**src/rtl/analog_if_pkg.sv**
```systemverilog
// Shared definitions for the analog_wrapper driver/checker: FSM encoding and default sizing.
package analog_if_pkg;

    localparam int unsigned DefSyncStages = 2;
    localparam int unsigned DefSettleW    = 8;
    localparam int unsigned DefCntW       = 16;

    typedef enum logic [1:0] {
        StIdle   = 2'd0,
        StSettle = 2'd1,
        StSample = 2'd2,
        StDone   = 2'd3
    } state_e;

endpackage

```
**src/rtl/sync_bit.sv**
```systemverilog
// N-stage single-bit synchroniser with synchronous active-high reset.
module sync_bit #(
    parameter int unsigned Stages = 2
) (
    input  logic clk_i,
    input  logic rst_i,
    input  logic d_i,
    output logic q_o
);

    logic [Stages-1:0] sync_q;

    always_ff @(posedge clk_i) begin
        if (rst_i) begin
            sync_q <= '0;
        end else begin
            sync_q <= {sync_q[Stages-2:0], d_i};
        end
    end

    assign q_o = sync_q[Stages-1];

endmodule

```
**src/rtl/analog_if_ctrl.sv**
```systemverilog
// Drives the analog macro inputs, waits a settle time, samples the synchronised
// macro output and checks it against in1 & in2, keeping saturating pass/fail counts.
module analog_if_ctrl
    import analog_if_pkg::*;
#(
    parameter int unsigned SYNC_STAGES = DefSyncStages,
    parameter int unsigned SETTLE_W    = DefSettleW,
    parameter int unsigned CNT_W       = DefCntW
) (
    input  logic                wb_clk_i,
    input  logic                wb_rst_i,
    input  logic                start_i,
    input  logic                in1_val_i,
    input  logic                in2_val_i,
    input  logic [SETTLE_W-1:0] settle_cycles_i,
    input  logic                clear_cnt_i,
    output logic                ana_in1_o,
    output logic                ana_in2_o,
    input  logic                ana_out_i,
    output logic                busy_o,
    output logic                done_o,
    output logic                result_o,
    output logic                match_o,
    output logic [CNT_W-1:0]    pass_cnt_o,
    output logic [CNT_W-1:0]    fail_cnt_o
);

    // Two extra bits so settle_cycles_i + SYNC_STAGES never wraps.
    localparam int unsigned CntW = SETTLE_W + 2;

    state_e            state_q, state_d;
    logic [CntW-1:0]   cnt_q, cnt_d;
    logic              in1_q, in1_d;
    logic              in2_q, in2_d;
    logic              exp_q, exp_d;
    logic              result_q, result_d;
    logic              match_q, match_d;
    logic [CNT_W-1:0]  pass_q, pass_d;
    logic [CNT_W-1:0]  fail_q, fail_d;
    logic              ana_sync;
    logic [CntW-1:0]   settle_load;

    sync_bit #(
        .Stages(SYNC_STAGES)
    ) u_sync (
        .clk_i(wb_clk_i),
        .rst_i(wb_rst_i),
        .d_i  (ana_out_i),
        .q_o  (ana_sync)
    );

    assign settle_load = CntW'(settle_cycles_i) + CntW'(SYNC_STAGES);

    always_comb begin
        state_d  = state_q;
        cnt_d    = cnt_q;
        in1_d    = in1_q;
        in2_d    = in2_q;
        exp_d    = exp_q;
        result_d = result_q;
        match_d  = match_q;
        pass_d   = pass_q;
        fail_d   = fail_q;

        unique case (state_q)
            StIdle: begin
                if (start_i) begin
                    in1_d   = in1_val_i;
                    in2_d   = in2_val_i;
                    exp_d   = in1_val_i & in2_val_i;
                    cnt_d   = settle_load;
                    state_d = StSettle;
                end
            end
            StSettle: begin
                if (cnt_q != '0) begin
                    cnt_d = cnt_q - CntW'(1);
                end else begin
                    state_d = StSample;
                end
            end
            StSample: begin
                result_d = ana_sync;
                match_d  = (ana_sync == exp_q);
                if (ana_sync == exp_q) begin
                    if (pass_q != {CNT_W{1'b1}}) pass_d = pass_q + CNT_W'(1);
                end else begin
                    if (fail_q != {CNT_W{1'b1}}) fail_d = fail_q + CNT_W'(1);
                end
                state_d = StDone;
            end
            StDone: begin
                in1_d   = 1'b0;
                in2_d   = 1'b0;
                state_d = StIdle;
            end
            default: begin
                state_d = StIdle;
            end
        endcase

        // Clear takes priority over a same-edge sample update.
        if (clear_cnt_i) begin
            pass_d = '0;
            fail_d = '0;
        end
    end

    always_ff @(posedge wb_clk_i) begin
        if (wb_rst_i) begin
            state_q  <= StIdle;
            cnt_q    <= '0;
            in1_q    <= 1'b0;
            in2_q    <= 1'b0;
            exp_q    <= 1'b0;
            result_q <= 1'b0;
            match_q  <= 1'b0;
            pass_q   <= '0;
            fail_q   <= '0;
        end else begin
            state_q  <= state_d;
            cnt_q    <= cnt_d;
            in1_q    <= in1_d;
            in2_q    <= in2_d;
            exp_q    <= exp_d;
            result_q <= result_d;
            match_q  <= match_d;
            pass_q   <= pass_d;
            fail_q   <= fail_d;
        end
    end

    assign ana_in1_o  = in1_q;
    assign ana_in2_o  = in2_q;
    assign busy_o     = (state_q != StIdle);
    assign done_o     = (state_q == StDone);
    assign result_o   = result_q;
    assign match_o    = match_q;
    assign pass_cnt_o = pass_q;
    assign fail_cnt_o = fail_q;

endmodule

```
**config.mk**
```make
export PLATFORM = sky130hd
export DESIGN_NAME = analog_if_ctrl
export DESIGN_NICKNAME = d
export VERILOG_FILES = /design/src/rtl/analog_if_pkg.sv /design/src/rtl/sync_bit.sv /design/src/rtl/analog_if_ctrl.sv
export SDC_FILE = /design/constraint.sdc
export NUM_CORES = 1
export LEC_CHECK = 0
export CAP_MARGIN = 20
export CORE_ASPECT_RATIO = 0.75
export CORE_MARGIN = 2
export CORE_UTILIZATION = 47
export DETAILED_ROUTE_END_ITERATION = 6
export PLACE_DENSITY = 0.72
export SLEW_MARGIN = 20
export SYNTH_ARGS = -nofsm -noshare
export SYNTH_HDL_FRONTEND = slang
export SYNTH_HIERARCHICAL = 1
export SYNTH_SLANG_ARGS = --single-unit
```
**constraint.sdc**
```tcl
create_clock -name wb_clk_i -period 1.85 [get_ports wb_clk_i]
set_input_delay 0.37 -clock wb_clk_i [delete_from_list [all_inputs] [get_ports wb_clk_i]]
set_output_delay 0.37 -clock wb_clk_i [all_outputs]
set_load 0.01 [all_outputs]
```
==> summary.txt <==
PortBufs: 52
# rows: 23
Post-synth ARST share: 0%
antenna cell count: 0
fraction of layout cells with a size suffix above 1: 23.43%
max cap viols: 0
Synth Warn #: 6
final count of pins violating max slew: 0
CP Capture Type: register
TritonCTS clock tree: yes
Top delay family on crit path: simple AND/OR/NAND/NOR gates
total clock buffers created by CTS: 5
H-tree Lvls: 2
syn_area_per_cell: 8.557 um2
Required @ worst endpoint: 2090 ps
Die Span Y: 69.79 um
CP max FO: 6
crit path kind: register to register
minimum clock period: 1883 ps
die area: 6401 um2
failing checks: setup timing
Synth area leaders: dfxtp_1 38%, xnor2_1 5.8%, nor2_1 5.7%
# hold bufs at CTS: 0
Netlist cell types: 54
cell taking the most area after synthesis: dfxtp_1
highest-count cells in the layout ignoring fill and taps: 51 x clkdlybuf4s50_1, 48 x buf_4, 45 x dfxtp_1, 41 x nor2_1, 25 x nand2_1
CP Buf/Inv Count: 2
fin nets: 439
Initial DRC Count: 164
Cells after Synth: 317
pwr/cell area: 1111 nW/um2
Peak Freq: 0.5311 GHz
Synth top area share: 37.64%
Total Power: 0.004283 W
Syn-to-layout area delta: 42.16%
startpoint types: register
Avg WL per Cell: 14.10 um
Fin Hold WS: 449.5 ps
GR Util All Layers: 21.20%
dpl hpwl: 5026 um
Longest Clk Path Bufs: 2
Final Hold Viols: 0
Post-route DRC: 0
vias in the first global route: 2,478
relative slew slack: 66.03%
sequential power share: 31.7%
DR vias: 2,673
die extent in x: 91.72 um
CP arrival: 2120 ps
CTS root buffer: clkbuf_8
Leak Pwr: 1.398 nW
min setup slack post-route: -32.85 ps
RSZ-0062 raised after global routing: yes
status: complete, but fails checks
combinational share of power: 54.8%
worst clock skew: 6.466 ps
ys flop type: dfxtp_1
Slew @ Worst Pin: 507.7 ps
slowest cell on the critical path: o41a_1
Final ANT Viol Nets: 0
fin crit share: 101.8%
via/cell ratio: 5.466
Final setup viols: 3
final wirelength: 6896 um
crit path cell chain: inv_2, ha_4, or3b_4, o41a_1, buf_6, nor3b_2, a31o_1
first-pass GRT wire length: 11,390 um
register area share after synthesis: 37.64%
internal power: 0.002700 W
largest net degree at the start of global routing: 29
Worst-path clk slew: 80 ps
Synth Cell Area: 2713 um2
core area: 5468 um2
clock network power share: 13.5%
P_sw: 0.001582 W
CTS Sinks: 51
global route overflow: 0
router iterations before antenna repair: 4
Worst path max stage delay: 440 ps
number of synthesized flops with an enable pin: 0
most common cell after layout, fill and taps aside: clkdlybuf4s50_1
worst skew pair latency: 290 ps
syn_nets: 341
Peak VDD IR: 1.167 mV
number of synthesized register bits: 51
initial antenna violation count: 0
Placement Setup Slack: -52.76 ps
gpl congestion: 0.9054
Starting Density: 49.61%
switching share of total power: 36.94%
HP Class: register to register
IO Pins: 53
-- flip-flops by register name, summed over array words and instances, names as in the netlist --
| register | cells |
|---|---|
| state_q | 2 |
| fail_cnt_o | 16 |
| cnt_q | 10 |
| ana_in1_o | 1 |
| u_sync/sync_q | 2 |
| exp_q | 1 |
| ana_in2_o | 1 |
| result_o | 1 |
| pass_cnt_o | 16 |
| match_o | 1 |
-- power by group through the flow --
stage | combinational, W | clock [W] | sequential [W]
floorplan | 0.00127 | 0 | 0.00138
global placement | 0.00201 | 0 | 0.00136
detailed placement | 0.00205 | 0 | 0.00136
CTS | 0.00220 | 0.000602 | 0.00135
global route | 0.00253 | 0.000638 | 0.00138
finish | 0.00235 | 0.000578 | 0.00136
-- final timing paths --
kind                               startpoint                           to  slack [ps]  depth (start not counted)
setup / recovery        cnt_q[0]$_SDFFE_PP0P_        cnt_q[6]$_SDFFE_PP0P_         -30                          7
hold / removal    u_sync/sync_q[0]$_SDFF_PP0_  u_sync/sync_q[1]$_SDFF_PP0_         450                          1
setup reg to reg        cnt_q[0]$_SDFFE_PP0P_        cnt_q[6]$_SDFFE_PP0P_         -30                          7
hold reg to reg   u_sync/sync_q[0]$_SDFF_PP0_  u_sync/sync_q[1]$_SDFF_PP0_         450                          1
-- cells in the mapped netlist (2+ instances only) --
master and number:
a211oi_1 7, a21oi_1 12, a22oi_1 4, a311oi_1 3, a31oi_1 3, and2_1 2, and3_1 5, and4_1 4
clkbuf_1 12, dfxtp_1 51, ha_1 9, inv_1 9, mux2i_1 5, nand2_1 27, nand2b_1 3, nand3_1 16
nand4_1 12, nor2_1 41, nor2b_1 3, nor3_1 7, nor3b_2 3, nor4_1 6, o211ai_1 4, o21ai_0 9
o2bb2ai_1 2, or4_1 4, xnor2_1 18, xor2_1 10
-- worst register-to-register path, delay by kind of cell, from the launching register on --
kind / cells / cell delay (ps)
DFF: 1 / 330
buffers and inverters: 2 / 250
and+or+nand+nor: 2 / 570
adders and majority gates: 1 / 130
AOI/OAI and AO/OA: 2 / 550
-- metal layers --
metal | wire, um | part of all wire [%] | track usage, %
met1 | 3404 | 49 | 30.67
met2 | 3144 | 46 | 33.25
met3 | 313 | 4.5 | 4.022
met4 | 34 | 0.49 | 3.814
met5 | 0 | 0 | 0
-- per-stage QoR --
step / cells / utilization, % / setup TNS [ps] / cell area [um2]
floorplan: 317 / - / 0 / 2746
global placement: 481 / 67.14 / -29.14 / 3671
detailed placement: 481 / 67.14 / -304.5 / 3671
CTS: 487 / 69.36 / -148.0 / 3792
global route: 489 / 70.53 / -945.8 / 3856
finish: 489 / 70.53 / -83.96 / 3856
-- area by class of cell --
class	count	area [um2]
Sequential cell	51	1033
Fill cell	427	1612
Inverter	9	33.78
Multi-Input combinational cell	243	1690
Timing Repair Buffer	105	932.1
Tap cell	75	93.84
Clock buffer	6	72.57
-- what timing repair did --
action	CTS	global route
gates resized for setup	15	18
pin swaps	5	6
endpoints found under the setup margin	16	27
buffers inserted	0	2
-- kinds of logic (layout without fill, tap and decap cells) --
group | after synthesis | in the layout | synth area share, %
AND/OR/NAND/NOR | 140 | 140 | 26.71
AO/OA/AOI/OAI | 59 | 59 | 16.10
XOR/XNOR | 29 | 29 | 9.640
adder cells (fa/ha/maj) | 9 | 9 | 4.151
multiplexers | 6 | 6 | 2.260
buffers and inverters | 23 | 120 | 3.505
flip-flops | 51 | 51 | 37.64
Note: power is estimated with default switching activity, not from simulation.
